File: config.mk
export PLATFORM = sky130hd
export DESIGN_NAME = vga_sdram_line_scheduler_flat
export DESIGN_NICKNAME = d
export VERILOG_FILES = /design/src/rtl/vga_sdram_line_scheduler_if.sv /design/src/rtl/vga_sdram_line_scheduler.sv /design/src/flat_wrapper.sv
export SDC_FILE = /design/constraint.sdc
export NUM_CORES = 1
export LEC_CHECK = 0
export ABC_AREA = 1
export ABC_CLOCK_PERIOD_IN_PS = 6000
export CAP_MARGIN = 20
export CELL_PAD_IN_SITES_DETAIL_PLACEMENT = 2
export CELL_PAD_IN_SITES_GLOBAL_PLACEMENT = 2
export CORE_MARGIN = 3
export CORE_UTILIZATION = 25
export CTS_BUF_LIST = sky130_fd_sc_hd__clkbuf_4 sky130_fd_sc_hd__clkbuf_8 sky130_fd_sc_hd__clkbuf_16
export CTS_CLUSTER_SIZE = 8
export DETAILED_ROUTE_END_ITERATION = 7
export PLACE_DENSITY = 0.81
export SLEW_MARGIN = 20
export SYNTH_ARGS = -nofsm -noshare
export SYNTH_HDL_FRONTEND = slang
export SYNTH_SLANG_ARGS = --single-unit
File: constraint.sdc
create_clock -name clk -period 6 [get_ports clk]
set_clock_uncertainty 0.15 [all_clocks]
set_input_delay 1.2 -clock clk [delete_from_list [all_inputs] [get_ports clk]]
set_output_delay 1.2 -clock clk [all_outputs]
set_load 0.1 [all_outputs]
File: src/rtl/vga_sdram_line_scheduler_if.sv
// SDRAM burst port between the line scheduler and the SDRAM controller.
//   oSdrReq  : burst request, held until iSdrAck
//   oSdrWr   : 1 = write (camera line), 0 = read (VGA line)
//   oSdrAddr : {frame bit, row*320}
//   iSdrAck  : one-cycle pulse, burst accepted
//   iSdrDone : one-cycle pulse, burst finished
// The master modport is the scheduler side; the slave modport is the controller.
interface vga_sdram_line_scheduler_if;
    logic        oSdrReq;
    logic        oSdrWr;
    logic [17:0] oSdrAddr;
    logic        iSdrAck;
    logic        iSdrDone;

    modport master (
        output oSdrReq,
        output oSdrWr,
        output oSdrAddr,
        input  iSdrAck,
        input  iSdrDone
    );

    modport slave (
        input  oSdrReq,
        input  oSdrWr,
        input  oSdrAddr,
        output iSdrAck,
        output iSdrDone
    );
endinterface

File: src/rtl/vga_sdram_line_scheduler.sv
// Schedules every SDRAM burst of the camera-to-VGA frame path.
// VGA line reloads (iTag strobes) and camera line writes (iCamReq) share one
// SDRAM burst port; a pending read always wins over a camera write. The VGA
// line buffer half is flipped after each read burst, and the two frame
// buffers are swapped only once both camera and display finished a frame.
// Ports:
//   clk, rst      : pixel clock, asynchronous active-high reset
//   iTag          : [10] reload strobe, [9:0] row to load
//   iCamReq/Row   : camera line ready + its row
//   iCamFrameEnd  : camera finished a frame (pulse)
//   iVgaFrameEnd  : display vertical wrap (pulse)
//   oCamAck       : camera line written (or dropped as a bad row), pulse
//   sdr           : SDRAM burst port (master side)
//   oBufSel       : line-buffer half being filled; VGA reads the other half
//   oFrameSel     : frame buffer the camera writes; VGA reads the other one
//   oErrCnt       : saturating count of read overruns and bad camera rows
module vga_sdram_line_scheduler (
    input  logic                              clk,
    input  logic                              rst,
    input  logic [10:0]                       iTag,
    input  logic                              iCamReq,
    input  logic [9:0]                        iCamRow,
    input  logic                              iCamFrameEnd,
    input  logic                              iVgaFrameEnd,
    output logic                              oCamAck,
    vga_sdram_line_scheduler_if.master        sdr,
    output logic                              oBufSel,
    output logic                              oFrameSel,
    output logic [7:0]                        oErrCnt
);

    localparam logic [9:0] YSIZE = 10'd240;

    typedef enum logic [1:0] {S_IDLE, S_REQ, S_BUSY, S_DONE} state_t;

    state_t      state_q, state_d;
    logic        rd_pend_q, rd_pend_d;
    logic [9:0]  rd_row_q, rd_row_d;
    logic        wr_q, wr_d;
    logic [17:0] addr_q, addr_d;
    logic        buf_sel_q, buf_sel_d;
    logic        frame_sel_q, frame_sel_d;
    logic        cam_done_q, cam_done_d;
    logic        vga_done_q, vga_done_d;
    logic [7:0]  err_q, err_d;

    logic        tag_valid;
    logic        rd_grant;
    logic [1:0]  err_inc;
    logic [8:0]  err_sum;

    // Line offset row*320 as (row<<8)+(row<<6); 17 bits cover every row < 240.
    function automatic logic [16:0] row_offset(input logic [9:0] row);
        logic [16:0] r17;
        r17 = {7'd0, row};
        return (r17 << 8) + (r17 << 6);
    endfunction

    assign tag_valid = iTag[10] && (iTag[9:0] < YSIZE);

    always_comb begin
        state_d     = state_q;
        rd_pend_d   = rd_pend_q;
        rd_row_d    = rd_row_q;
        wr_d        = wr_q;
        addr_d      = addr_q;
        buf_sel_d   = buf_sel_q;
        frame_sel_d = frame_sel_q;
        cam_done_d  = cam_done_q;
        vga_done_d  = vga_done_q;
        rd_grant    = 1'b0;
        err_inc     = 2'd0;

        case (state_q)
            S_IDLE: begin
                if (rd_pend_q) begin
                    state_d  = S_REQ;
                    wr_d     = 1'b0;
                    addr_d   = {~frame_sel_q, row_offset(rd_row_q)};
                    rd_grant = 1'b1;
                end else if (iCamReq) begin
                    // wr_q also marks a dropped bad row so DONE acks the camera.
                    wr_d = 1'b1;
                    if (iCamRow < YSIZE) begin
                        state_d = S_REQ;
                        addr_d  = {frame_sel_q, row_offset(iCamRow)};
                    end else begin
                        state_d = S_DONE;
                        err_inc = err_inc + 2'd1;
                    end
                end
            end
            S_REQ: begin
                if (sdr.iSdrAck) state_d = S_BUSY;
            end
            S_BUSY: begin
                if (sdr.iSdrDone) begin
                    state_d = S_DONE;
                    // Flip on entry to DONE so the new half is visible there.
                    if (!wr_q) buf_sel_d = ~buf_sel_q;
                end
            end
            default: state_d = S_IDLE;
        endcase

        // A new strobe beats a grant on the same edge; only a strobe that
        // replaces a still-unserviced row counts as an overrun.
        if (tag_valid) begin
            if (rd_pend_q && !rd_grant) err_inc = err_inc + 2'd1;
            rd_pend_d = 1'b1;
            rd_row_d  = iTag[9:0];
        end else if (rd_grant) begin
            rd_pend_d = 1'b0;
        end

        // Swap only between bursts so no burst straddles two frames.
        if (cam_done_q && vga_done_q && (state_q == S_IDLE)) begin
            frame_sel_d = ~frame_sel_q;
            cam_done_d  = 1'b0;
            vga_done_d  = 1'b0;
        end
        if (iCamFrameEnd) cam_done_d = 1'b1;
        if (iVgaFrameEnd) vga_done_d = 1'b1;

        err_sum = {1'b0, err_q} + {7'd0, err_inc};
        err_d   = err_sum[8] ? 8'hFF : err_sum[7:0];
    end

    always_ff @(posedge clk or posedge rst) begin
        if (rst) begin
            state_q     <= S_IDLE;
            rd_pend_q   <= 1'b0;
            rd_row_q    <= 10'd0;
            wr_q        <= 1'b0;
            addr_q      <= 18'd0;
            buf_sel_q   <= 1'b0;
            frame_sel_q <= 1'b0;
            cam_done_q  <= 1'b0;
            vga_done_q  <= 1'b0;
            err_q       <= 8'd0;
        end else begin
            state_q     <= state_d;
            rd_pend_q   <= rd_pend_d;
            rd_row_q    <= rd_row_d;
            wr_q        <= wr_d;
            addr_q      <= addr_d;
            buf_sel_q   <= buf_sel_d;
            frame_sel_q <= frame_sel_d;
            cam_done_q  <= cam_done_d;
            vga_done_q  <= vga_done_d;
            err_q       <= err_d;
        end
    end

    assign sdr.oSdrReq  = (state_q == S_REQ);
    assign sdr.oSdrWr   = wr_q;
    assign sdr.oSdrAddr = addr_q;
    assign oCamAck      = (state_q == S_DONE) && wr_q;
    assign oBufSel      = buf_sel_q;
    assign oFrameSel    = frame_sel_q;
    assign oErrCnt      = err_q;

endmodule

File: src/flat_wrapper.sv
// flat-port wrapper written by rule: the top's interface ports become plain ports
module vga_sdram_line_scheduler_flat 
  (clk, rst, iTag, iCamReq, iCamRow, iCamFrameEnd, iVgaFrameEnd, oCamAck, oBufSel, oFrameSel, oErrCnt, sdr_oSdrReq, sdr_oSdrWr, sdr_oSdrAddr, sdr_iSdrAck, sdr_iSdrDone);
  vga_sdram_line_scheduler_if sdr_i ();
  input  logic clk;
  input  logic rst;
  input  logic [10:0] iTag;
  input  logic iCamReq;
  input  logic [9:0] iCamRow;
  input  logic iCamFrameEnd;
  input  logic iVgaFrameEnd;
  output logic oCamAck;
  output logic oBufSel;
  output logic oFrameSel;
  output logic [7:0] oErrCnt;
  output wire logic [$bits(sdr_i.oSdrReq)-1:0] sdr_oSdrReq;
  output wire logic [$bits(sdr_i.oSdrWr)-1:0] sdr_oSdrWr;
  output wire logic [$bits(sdr_i.oSdrAddr)-1:0] sdr_oSdrAddr;
  input wire logic [$bits(sdr_i.iSdrAck)-1:0] sdr_iSdrAck;
  input wire logic [$bits(sdr_i.iSdrDone)-1:0] sdr_iSdrDone;
  assign sdr_oSdrReq = sdr_i.oSdrReq;
  assign sdr_oSdrWr = sdr_i.oSdrWr;
  assign sdr_oSdrAddr = sdr_i.oSdrAddr;
  assign sdr_i.iSdrAck = sdr_iSdrAck;
  assign sdr_i.iSdrDone = sdr_iSdrDone;
  vga_sdram_line_scheduler u_core (.clk(clk), .rst(rst), .iTag(iTag), .iCamReq(iCamReq), .iCamRow(iCamRow), .iCamFrameEnd(iCamFrameEnd), .iVgaFrameEnd(iVgaFrameEnd), .oCamAck(oCamAck), .sdr(sdr_i), .oBufSel(oBufSel), .oFrameSel(oFrameSel), .oErrCnt(oErrCnt));
endmodule
# Word level (Yosys, flattened, before mapping)
# Index checks and enable logic that the tools add are counted.
[word_totals]
regBits = 44
out_inout_bits = 31
in_bits = 28
[classes]
mux = 25
n_reduce_logical = 16
magnitude_cmp = 2
bitwise_logic = 3
addsub = 4
n_eq_ne = 6
[op_table]
columns = ["op", "count"]
rows = [
  ["$mux W18", 3],
  ["$add A17 B16 Y17", 2],
  ["$lt A10 B8 Y1 const B", 2],
  ["$mux W2", 10],
  ["$mux W1", 10],
  ["$reduce_bool A2 Y1", 5],
  ["$add A8 B2 Y9", 1],
  ["$reduce_and A3 Y1", 3],
  ["$mux W8", 1],
  ["$pmux W2 S3", 1],
  ["$logic_and A1 B1 Y1", 5],
  ["$eq A2 B2 Y1 const B", 2],
  ["$ne A3 B2 Y1 const B", 1],
  ["$not A1 Y1", 3],
  ["$add A2 B1 Y2 const B", 1],
  ["$eq A2 B1 Y1 const B", 1],
  ["$logic_not A2 Y1", 1],
  ["$ne A2 B1 Y1 const B", 1],
  ["$ne A2 B2 Y1 const B", 1],
  ["$reduce_and A2 Y1", 1],
  ["$logic_not A1 Y1", 1],
]

# Longest topological paths before layout
# Gate-level depths: netlist (run 1).
[logic_depth]
word_depth = 10
depth_mapped = 16

# Least setup slack after synthesis (run 1)
# Ideal clock, no wire load.
[synth_timing]
path_type = "input -> register"
from = "input port iTag[8]"
to = "register u_core.err_q[5] (netlist: u_core.oErrCnt[5])"
path_buffers = 0
arrival_ns = 2.983
setup_ns = 0.074
path_stages = 13
setup_slack_ns = 2.793
path_cell_list = "nor2_1 > nand3_2 > o31ai_1 > ha_1 > inv_1 > fa_1 > nor2_1 > nand2_1 > inv_1 > nand2_1 > inv_1 > nand3_2 > nand3_1"
[synth_via]
elab_chain_cells = 5
[synth_lines]
columns = ["item", "line_no", "rtl"]
rows = [
  ["from (decl)", "flat_wrapper.sv:7", "input logic [10:0] iTag;"],
  ["$lt A10 B8 Y1", "vga_sdram_line_scheduler.sv:59", "assign tag_valid = iTag[10] && (iTag[9:0] < YSIZE);"],
  ["$logic_and A1 B1 Y1", "vga_sdram_line_scheduler.sv:59", ""],
  ["$mux W2", "vga_sdram_line_scheduler.sv:108", "if (tag_valid) begin"],
  ["$add A8 B2 Y9", "vga_sdram_line_scheduler.sv:125", "err_sum = {1'b0, err_q} + {7'd0, err_inc};"],
  ["$mux W8", "vga_sdram_line_scheduler.sv:126", "err_d = err_sum[8] ? 8'hFF : err_sum[7:0];"],
  ["named net u_core.err_d[5]", "vga_sdram_line_scheduler.sv:45", "logic [7:0] err_q, err_d;"],
  ["to (signal assigned)", "vga_sdram_line_scheduler.sv:151", "err_q <= err_d;"],
  ["to (decl)", "vga_sdram_line_scheduler.sv:45", ""],
]
# The timed path passes the listed nets, and every way through them passes these cells.
# A chain may end at the register's enable or synchronous reset.

# Worst setup path in the final report (run 1)
[layout_timing]
from = "input port iCamRow[6]"
to = "register u_core.err_q[4] (netlist: u_core.oErrCnt[4])"
[layout_via]
elab_chain_cells = 10
[layout_lines]
columns = ["item", "line_no", "rtl"]
rows = [
  ["from (decl)", "flat_wrapper.sv:9", "input logic [9:0] iCamRow;"],
  ["$lt A10 B8 Y1 (*)", "vga_sdram_line_scheduler.sv:84", "if (iCamRow < YSIZE) begin"],
  ["$mux W1 (*)", "vga_sdram_line_scheduler.sv:84", ""],
  ["$mux W2 (*)", "vga_sdram_line_scheduler.sv:81", "end else if (iCamReq) begin"],
  ["$mux W2 (*)", "vga_sdram_line_scheduler.sv:76", "if (rd_pend_q) begin"],
  ["$mux W2 (*)", "vga_sdram_line_scheduler.sv:74", "case (state_q)"],
  ["$add A2 B1 Y2", "vga_sdram_line_scheduler.sv:109", "if (rd_pend_q && !rd_grant) err_inc = err_inc + 2'd1;"],
  ["$mux W2", "vga_sdram_line_scheduler.sv:109", ""],
  ["$mux W2 (*)", "vga_sdram_line_scheduler.sv:108", ""],
  ["$add A8 B2 Y9 (*)", "vga_sdram_line_scheduler.sv:125", ""],
  ["$mux W8 (*)", "vga_sdram_line_scheduler.sv:126", ""],
  ["named net u_core.err_d[4]", "vga_sdram_line_scheduler.sv:45", ""],
]
# Mark *: on every way through the listed nets, which the timed path passes. The rest lies on a longest branch.

==> run summary, run 1 <==
CTS H-Tree Depth - 2
Worst-Skew Late Latency - 0.29 ns
Final HPWL DP - 6490 um
Worst Setup Slack post-DPL - 2.00 ns
Starting Density - 26.0%
relative slew slack - 33.9%
Yosys reg bits - 38
crit start category - primary input
Peak supply drop - 0.000334 V
CP Capture Type - register
final core utilization - 33.0%
wire length of the first global-routing pass - 13600 um
Crit Path Class - in2reg
status - finished, final reports clean
reg2reg path depth - 15
Reg power frac - 24.3%
# setup viols final - 0
switching power - 1.15 mW
DRC Markers - 0
cell area after synthesis - 2700 um2
Net Sw Frac - 59.9%
Die Y-Extent - 110 um
Max Freq - 268 MHz
routed via count - 2555
DIE AREA - 12100 um2
Worst EP arrival - 3.79 ns
1st-iter DRT viols - 62
leak pwr - 1.79 nW
fraction of layout cells with a size suffix above 1 - 5.92%
chip width - 110 um
CTS clock-pin slew for the worst setup and hold paths - 0.08 ns
library cells used by synthesis - 36
total CTS buffers - 5
Syn-to-layout area delta - 27.1%
Mapped Cells - 366
Final Hold Viols - 0
Synth warnings - 0
Cell Int Power - 0.770 mW
core region area - 10400 um2
Post-DP Area - 3340 um2
Critical Path Fanout Max - 7
Nets - 475
hold_buf cts - 0
Avg Inst Size Synth - 7.39 um2
IO Pins - 59
PostCTS Resize Cnt - 0
initial antenna violation count - 0
ANT cells - 0
max-slew violation count - 0
clk buf depth - 2
Worst-Margin Slew - 0.988 ns
Overflow after GRT - 0
pwr/cell area - 558 nW/um2
clk sinks - 38
sequential share of the synthesized area - 35.2%
post-DR vias/cell - 4.58
Root Buffer - clkbuf_8
final instance area - 3440 um2
vias in the first global route - 2841
CTS tree - done
Clk pwr share - 9.9%
DRT Pass-1 Iters - 4
largest net degree at the start of global routing - 39
total global-route track usage - 14.2%
routability congestion estimate - 0.771
RSZ-0062 raised after global routing - false
Total Neg Setup Slack - 0 ns
Hold Path Class - reg2reg
max-cap viol count - 0
min Tclk post-route - 3.73 ns
number of cell rows - 37
logic gate share of total power - 65.9%
Period Utilization, post-route - 62.1%
setup bufs post-CTS - 0
Routed Antenna Nets - 0
Hold Path Cell Cnt - 1
Setup WS post-layout - 2.27 ns
final wirelength - 8010 um
Port Buffers - 52
critical path required time - 6.06 ns
wire length per cell - 14.4 um
WHS - 0.316 ns
## power groups by stage
| stage | logic, mW | registers [mW] | clock network, mW |
|---|---|---|---|
| global route | 1.37 | 0.486 | 0.207 |
| floorplan | 0.450 | 0.975 | 0 |
| finish | 1.26 | 0.466 | 0.189 |
| CTS | 1.28 | 0.470 | 0.194 |
| global placement | 1.23 | 0.467 | 0 |
| detailed placement | 1.27 | 0.473 | 0 |
## cells in the final DEF, fill, tap and decap left out, types with 2 or more instances in the layout
cell type          n
nand4_1            2
inv_2              3
nor2_1            31
nand3_1           24
o22ai_1            3
nand2_1          119
inv_1             52
clkdlybuf4s50_1   52
clkbuf_8           6
a31oi_1            4
conb_1             8
o21bai_1           3
or2_1              3
fa_1               3
o21ai_1            2
dfrtp_1           38
ha_1              23
o21ai_0           10
a21oi_1            9
nor3_2             2
nand3_2            2
nand3b_1           5
xor2_1             3
## cells in the mapped netlist
cell type	count	area share [%]
conb_1	2	0.28
o21ai_0	10	1.9
nor2_8	1	0.74
inv_6	1	0.32
o21ai_1	2	0.37
inv_1	52	7.2
a21oi_1	9	1.7
dfrtp_1	38	35
buf_4	6	1.7
nand2_1	119	17
nand3_2	2	0.74
ha_1	23	11
nand3b_1	5	1.4
nand2_2	1	0.23
or2_2	1	0.23
nand4_1	2	0.46
or2_4	1	0.32
buf_2	3	0.56
o21ai_4	1	0.60
nand3_1	24	4.4
nor3_4	1	0.60
a31oi_1	4	0.93
o31ai_1	1	0.28
nor2_1	31	4.3
nor2_2	1	0.23
xnor2_1	1	0.32
buf_6	2	0.83
nor3_2	2	0.74
o21bai_1	3	0.83
inv_2	3	0.42
and2_4	1	0.32
fa_1	3	2.2
xor2_1	3	0.97
nor3_1	1	0.18
or2_1	3	0.69
o22ai_1	3	0.69
## critical path, cell delays in order
cell	delay (ns)
clkdlybuf4s50_1	0.53
nand4_1	0.10
nand2_1	0.10
nand2_1	0.10
inv_2	0.13
nand3_1	0.10
o31ai_1	0.09
ha_1	0.23
inv_1	0.06
fa_1	0.39
nor2_1	0.15
nand2_1	0.07
inv_1	0.08
nand2_1	0.07
inv_1	0.11
nand3_2	0.15
o21ai_0	0.12
## routing by layer
layer  up-vias  share of wire, %  GRT usage (%)
li1       1245                 -              -
met1      1275                42           16.9
met2        32                55           26.6
met3         3               2.5           2.15
met4         0              0.30           3.03
met5         -                 0              0
## per-stage QoR
| stage | total power [mW] | cells |
|---|---|---|
| 3_3_place_gp | 1.70 | 550 |
| 4_1_cts | 1.94 | 558 |
| 2_1_floorplan | 1.42 | 372 |
| 5_1_grt | 2.06 | 558 |
| 3_5_place_dp | 1.74 | 550 |
| 6_report | 1.92 | 558 |
## area by class of cell
class                           instances  area (um2)
Sequential cell                        38         951
Inverter                               56         215
Clock buffer                            6        82.6
Multi-Input combinational cell        267        1480
Tap cell                              136         170
Clock inverter                          2        12.5
Fill cell                            1234        6980
Timing Repair Buffer                   53         528
## state kept, by name, indices dropped and copies added (netlist names)
name	count
u_core.cam_done_q	1
u_core.oBufSel	1
u_core.oErrCnt	8
u_core.oFrameSel	1
u_core.rd_pend_q	1
u_core.rd_row_q	10
u_core.sdr.oSdrAddr	12
u_core.sdr.oSdrWr	1
u_core.state_q	2
u_core.vga_done_q	1
## final timing paths
| check | start | endpoint | slack (ns) |
|---|---|---|---|
| min in group asynchronous | rst | u_core.sdr.oSdrAddr[13] | 1.18 |
| min | u_core.oBufSel | u_core.oBufSel | 0.32 |
| max reg2reg | u_core.rd_pend_q | u_core.oErrCnt[4] | 2.97 |
| max | iCamRow[6] | u_core.oErrCnt[4] | 2.27 |
| min reg2reg | u_core.oBufSel | u_core.oBufSel | 0.32 |
| max in group asynchronous | rst | u_core.rd_row_q[3] | 4.16 |
## cells by family (layout without fill, tap and decap cells)
group           count (synthesis)  count (layout)  share of synthesized area (%)
buf+inv                        67             117                           11.0
xor+xnor                        4               4                           1.30
simple gates                  196             196                           32.2
fa+ha+maj                      26              26                           12.9
other cells                     2               8                          0.278
flops                          38              38                           35.2
compound gates                 33              33                           7.22
Note: power is estimated with default switching activity, not from simulation.
==> inputs of run 2 (changes only) <==
--- a/config.mk
+++ b/config.mk
@@ -6,7 +6,7 @@
 export NUM_CORES = 1
 export LEC_CHECK = 0
 export ABC_AREA = 1
-export ABC_CLOCK_PERIOD_IN_PS = 6000
+export ABC_CLOCK_PERIOD_IN_PS = 3600
 export CAP_MARGIN = 20
 export CELL_PAD_IN_SITES_DETAIL_PLACEMENT = 2
 export CELL_PAD_IN_SITES_GLOBAL_PLACEMENT = 2
==> constraint.sdc (replaced) <==
create_clock -name clk -period 3.6 [get_ports clk]
set_clock_uncertainty 0.15 [all_clocks]
set_input_delay 0.72 -clock clk [delete_from_list [all_inputs] [get_ports clk]]
set_output_delay 0.72 -clock clk [all_outputs]
set_load 0.1 [all_outputs]
==> run 2 against run 1 <==
Critical path depth unchanged. Critical endpoint unchanged. Global-route usage decreased by 0.74 points. Final cell count increased by 0.36%. Count of clock-buffer cells in the layout did not move. Power rose by 65%. Non-clock buffer count grew 2. Sequential share of layout area grew 0.35 points. Register-to-register slack worse by 2.2 ns.
==> run summary, run 2 (synthesis results as in run 1) <==
Port Buffers - 52 (unchanged)
wire length of the first global-routing pass - 12800 um (-5.9%)
Worst EP arrival - 3.30 ns (-0.49 ns)
Die Y-Extent - 110 um (unchanged)
CP Capture Type - register
worst reg2reg endpoint - u_core.oErrCnt[4]
Final HPWL DP - 6490 um (-0.10%)
ANT cells - 0 (unchanged)
crit start category - primary input
CTS H-Tree Depth - 2 (unchanged)
DRC Markers - 0 (unchanged)
RSZ-0062 raised after global routing - false
WHS Endpoint - u_core.oBufSel
Routed Antenna Nets - 0 (unchanged)
pwr/cell area - 930 nW/um2 (+67%)
Syn-to-layout area delta - 25.5%
max-cap viol count - 0 (unchanged)
commonest non-fill, non-tap cell in the layout - nand2_1
PostCTS Resize Cnt - 0 (unchanged)
final wirelength - 7940 um (-0.86%)
status - finished, final reports clean
core region area - 10400 um2 (unchanged)
Worst-Skew Late Latency - 0.30 ns (about the same)
Setup crit start - iCamRow[7]
Worst-Margin Slew - 0.967 ns (-0.0211 ns)
Nets - 477 (+0.42%)
total global-route track usage - 13.4% (-0.74 points)
setup bufs post-CTS - 0 (unchanged)
routability congestion estimate - 0.771 (about the same)
vias in the first global route - 2791 (-1.8%)
hold_buf cts - 0 (unchanged)
CTS clock-pin slew for the worst setup and hold paths - 0.08 ns (about the same)
largest net degree at the start of global routing - 39 (unchanged)
Starting Density - 26.0% (unchanged)
most frequent cells in the layout - nand2_1, inv_1, dfrtp_1
Peak supply drop - 0.000487 V (+46%)
Root Buffer - clkbuf_8
clk buf depth - 2 (unchanged)
DIE AREA - 12100 um2 (unchanged)
reg2reg path depth - 14 (-1)
Final Hold Viols - 0 (unchanged)
Critical Path Fanout Max - 7 (unchanged)
1st-iter DRT viols - 45 (-27%)
total CTS buffers - 5 (unchanged)
# setup viols final - 0 (unchanged)
Reg2Reg Setup Slack - 0.79 ns (-2.18 ns)
critical path required time - 3.66 ns (-2.40 ns)
post-DR vias/cell - 4.51 (-1.4%)
max reg flops - 12 (unchanged)
Pwr Total - 3.16 mW (+65%)
WHS - 0.343 ns (+0.0273 ns)
Overflow after GRT - 0 (unchanged)
relative slew slack - 35.3% (+1.4 points)
number of cell rows - 37 (unchanged)
leak pwr - 1.82 nW (+1.9%)
chip width - 110 um (unchanged)
routed via count - 2528 (-1.1%)
Max Freq - 309 MHz
max-slew violation count - 0 (unchanged)
CTS tree - done
Period Utilization, post-route - 90.0%
clk sinks - 38 (unchanged)
IO Pins - 59 (unchanged)
Hold Path Cell Cnt - 1 (unchanged)
hold path start - u_core.oBufSel
Fillers - 1231 (-0.24%)
DRT Pass-1 Iters - 4 (unchanged)
initial antenna violation count - 0 (unchanged)
R2R Path Start - u_core.state_q[1]
min Tclk post-route - 3.24 ns
Hold Path Class - reg2reg
wire length per cell - 14.2 um (-1.2%)
fraction of layout cells with a size suffix above 1 - 11.8% (+5.9 points)
Crit Path Class - in2reg
## run 2: area by class of cell
class / count / area (um2) / area share [%]
clock buffer: 6 / 82.6 / 2.43
inverter: 56 / 215 / 6.34
multi-input combinational: 267 / 1480 / 43.5
clock inverter: 2 / 12.5 / 0.369
sequential: 38 / 951 / 28.0
tap: 136 / 170 / 5.01
timing repair buffer: 55 / 485 / 14.3
## run 2: layer usage
layer	wire length (um)	part of all wire [%]	GRT usage, %	vias up
li1	-	-	-	1237
met1	3330	42	15.2	1254
met2	4280	54	25.4	33
met3	245	3.1	2.74	4
met4	85	1.1	3.38	0
met5	0	0	0	-
## run 2: worst max path at each step
stage	to	slack, ns	depth (start not counted)
after floorplan	u_core.oErrCnt[5]	0.87	13
after detailed placement	u_core.oErrCnt[4]	-0.02	17
after global placement	u_core.oErrCnt[3]	0.24	17
final	u_core.oErrCnt[4]	0.36	17
after global routing	u_core.oErrCnt[4]	0.04	17
after CTS	u_core.oErrCnt[4]	0.32	17
## run 2: worst max-delay path: stages
cell,delay (ns)
clkdlybuf4s50_1,0.52
nand4_1,0.10
nand2_1,0.12
nand2_1,0.10
inv_2,0.12
nand3_1,0.10
o31ai_1,0.09
ha_1,0.21
inv_1,0.06
fa_1,0.39
nor2_1,0.15
nand2_1,0.07
inv_1,0.07
nand2_1,0.06
inv_1,0.11
nand3_2,0.15
o21ai_0,0.15
## run 2: per-stage QoR
| stage | util, % | cell area [um2] | std cells | worst slack (ns) | setup TNS, ns |
|---|---|---|---|---|---|
| after floorplan | - | 2730 | 372 | 0.873 | 0 |
| after global placement | 31.7 | 3300 | 552 | 0.242 | 0 |
| after detailed placement | 31.7 | 3300 | 552 | -0.0163 | -0.0163 |
| after CTS | 32.6 | 3390 | 560 | 0.322 | 0 |
| after global routing | 32.6 | 3390 | 560 | 0.0410 | 0 |
| final | 32.6 | 3390 | 560 | 0.362 | 0 |
## run 2: power breakdown
part	switching, mW	total [mW]	leakage (nW)	internal, mW
Combinational	1.59	2.08	1.32	0.493
Sequential	0.155	0.753	0.458	0.599
Clock	0.167	0.321	0.0472	0.154
==> inputs of run 3 (changes only) <==
--- a/config.mk
+++ b/config.mk
@@ -6,7 +6,7 @@
 export NUM_CORES = 1
 export LEC_CHECK = 0
 export ABC_AREA = 1
-export ABC_CLOCK_PERIOD_IN_PS = 3600
+export ABC_CLOCK_PERIOD_IN_PS = 3900
 export CAP_MARGIN = 20
 export CELL_PAD_IN_SITES_DETAIL_PLACEMENT = 2
 export CELL_PAD_IN_SITES_GLOBAL_PLACEMENT = 2
@@ -16,6 +16,7 @@
 export CTS_CLUSTER_SIZE = 8
 export DETAILED_ROUTE_END_ITERATION = 7
 export PLACE_DENSITY = 0.81
+export REMOVE_ABC_BUFFERS = 1
 export SLEW_MARGIN = 20
 export SYNTH_ARGS = -nofsm -noshare
 export SYNTH_HDL_FRONTEND = slang
==> constraint.sdc (replaced) <==
create_clock -name clk -period 3.9 [get_ports clk]
set_clock_uncertainty 0.15 [all_clocks]
set_input_delay 0.78 -clock clk [delete_from_list [all_inputs] [get_ports clk]]
set_output_delay 0.78 -clock clk [all_outputs]
set_load 0.1 [all_outputs]
==> run 3 against run 2 <==
Combinational power is 7% lower. Critical path type unchanged. Hold slack worse by 0.019 ns. Die area stayed put. Largest cell class unchanged. Cell area is 1.7% higher. Critical endpoint is now u_core.oErrCnt[2].
==> run summary, run 3 (synthesis results as in run 1) <==
status - finished, final reports clean
Post-DP Area - 3340 um2 (+1.1%)
Final HPWL DP - 6380 um (-1.6%)
placed cells - 550 (-0.36%)
leak pwr - 1.80 nW (-1.0%)
worst reg2reg endpoint - u_core.oErrCnt[2]
Max Freq - 309 MHz
Worst-Margin Slew - 0.981 ns (+0.0140 ns)
Critical Path Fanout Max - 7 (unchanged)
DIE AREA - 12100 um2 (unchanged)
min Tclk post-route - 3.24 ns
WHS - 0.323 ns (-0.0194 ns)
DRT Pass-1 Iters - 4 (unchanged)
WHS Endpoint - u_core.oBufSel
setup bufs post-CTS - 0 (unchanged)
Hold Path Cell Cnt - 1 (unchanged)
commonest non-fill, non-tap cell in the layout - nand2_1
IO Pins - 59 (unchanged)
PostCTS Resize Cnt - 0 (unchanged)
critical-path cell list - clkdlybuf4s50_1, nor2_1, nand2_1, nand2_1, inv_2, nand3_1, o31ai_1, ha_1, inv_1, fa_1, nor2_1, nand2_1, inv_1, nand2_1, inv_1, nand3_2, o21ai_0
chip width - 110 um (unchanged)
hold_buf cts - 0 (unchanged)
clk buf depth - 2 (unchanged)
Overflow after GRT - 0 (unchanged)
Starting Density - 26.0% (unchanged)
Routed Antenna Nets - 0 (unchanged)
CP bufs+invs - 5 (unchanged)
post-DR vias/cell - 4.47 (-1.1%)
most frequent cells in the layout - nand2_1, inv_1, clkdlybuf4s50_1
Die Y-Extent - 110 um (unchanged)
Final Instance Count excl. Fillers - 558 (-0.36%)
Peak supply drop - 0.000436 V (-11%)
final instance area - 3450 um2 (+1.7%)
Root Buffer - clkbuf_8
final wirelength - 7890 um (-0.68%)
Fillers - 1239 (+0.65%)
CTS H-Tree Depth - 2 (unchanged)
# setup viols final - 0 (unchanged)
ANT cells - 0 (unchanged)
slowest CP cell - clkdlybuf4s50_1
number of cell rows - 37 (unchanged)
Final Hold Viols - 0 (unchanged)
Setup crit start - iCamRow[8]
Port Buffers - 52 (unchanged)
core region area - 10400 um2 (unchanged)
R2R Path Start - u_core.rd_pend_q
footprint of the multi-input gates - 1480 um2 (unchanged)
Reg2Reg Setup Slack - 1.00 ns (+0.21 ns)
Nets - 475 (-0.42%)
max-cap viol count - 0 (unchanged)
total CTS buffers - 5 (unchanged)
hold path start - u_core.oBufSel
vias in the first global route - 2734 (-2.0%)
crit start category - primary input
Period Utilization, post-route - 83.1%
max reg flops - 12 (unchanged)
max-slew violation count - 0 (unchanged)
Pwr Total - 3.00 mW (-5.1%)
CP most frequent cell - nand2_1
Crit Path Class - in2reg
Hold Path Class - reg2reg
critical path required time - 3.96 ns (+0.30 ns)
reg2reg path depth - 15 (+1)
DRC Markers - 0 (unchanged)
CP delay by family, top - buffers and inverters
wire length of the first global-routing pass - 13200 um (+3.2%)
CTS clock-pin slew for the worst setup and hold paths - 0.08 ns (about the same)
fraction of layout cells with a size suffix above 1 - 6.40% (-5.4 points)
CP Capture Type - register
register area - 951 um2 (unchanged)
Worst-Skew Late Latency - 0.29 ns (about the same)
routability congestion estimate - 0.795 (+3.1%)
RSZ-0062 raised after global routing - false
total global-route track usage - 13.8% (+0.34 points)
Setup WS post-layout - 0.660 ns (+0.298 ns)
clk sinks - 38 (unchanged)
Worst EP arrival - 3.30 ns (about the same)
max incr delay on CP - 0.55 ns (+0.03 ns)
1st-iter DRT viols - 43 (-4.4%)
Total Neg Setup Slack - 0 ns (unchanged)
CTS tree - done
pwr/cell area - 869 nW/um2 (-6.6%)
routed via count - 2492 (-1.4%)
final core utilization - 33.1% (+0.54 points)
Worst Setup Slack post-DPL - 0.325 ns (+0.341 ns)
wire length per cell - 14.1 um (-0.32%)
relative slew slack - 34.4% (-0.94 points)
largest net degree at the start of global routing - 39 (unchanged)
Syn-to-layout area delta - 27.6%
initial antenna violation count - 0 (unchanged)
run 3: per-layer routing:
layer  up-vias  part of all wire (%)  global-route usage (%)
li1       1238                     -                       -
met1      1197                    46                    17.9
met2        47                    49                    23.5
met3        10                   4.2                    2.68
met4         0                   1.3                    3.21
met5         -                     0                       0
run 3: how the worst max path moves through the flow:
stage / to / slack (ns) / cells past startpoint
5_1_grt: u_core.oErrCnt[4] / 0.39 / 17
4_1_cts: u_core.oErrCnt[4] / 0.62 / 17
3_5_place_dp: u_core.oErrCnt[4] / 0.32 / 17
2_1_floorplan: u_core.oErrCnt[5] / 1.11 / 13
3_3_place_gp: u_core.oErrCnt[3] / 0.48 / 17
6_report: u_core.oErrCnt[2] / 0.66 / 17
run 3: cell type report:
class / instances / share of cell area [%]
Inverter: 56 / 6.24
Sequential cell: 38 / 27.6
Multi-Input combinational cell: 267 / 42.8
Timing Repair Buffer: 53 / 15.2
Tap cell: 136 / 4.93
Clock inverter: 1 / 0.870
Clock buffer: 7 / 2.43
run 3: worst register-to-register path, cell delays in order (launching register included):
cell     delay, ns
dfrtp_1       0.65
inv_6         0.25
nand2_1       0.11
inv_2         0.12
nand3_1       0.09
o31ai_1       0.08
ha_1          0.22
inv_1         0.06
fa_1          0.38
nor2_1        0.14
nand2_1       0.06
inv_1         0.07
nand2_1       0.07
inv_1         0.10
nand3_2       0.14
o21ai_0       0.13
run 3: report_power, final:
part | switching [mW] | internal [mW]
registers | 0.153 | 0.552
clock network | 0.146 | 0.206
logic | 1.45 | 0.489
total | 1.75 | 1.25
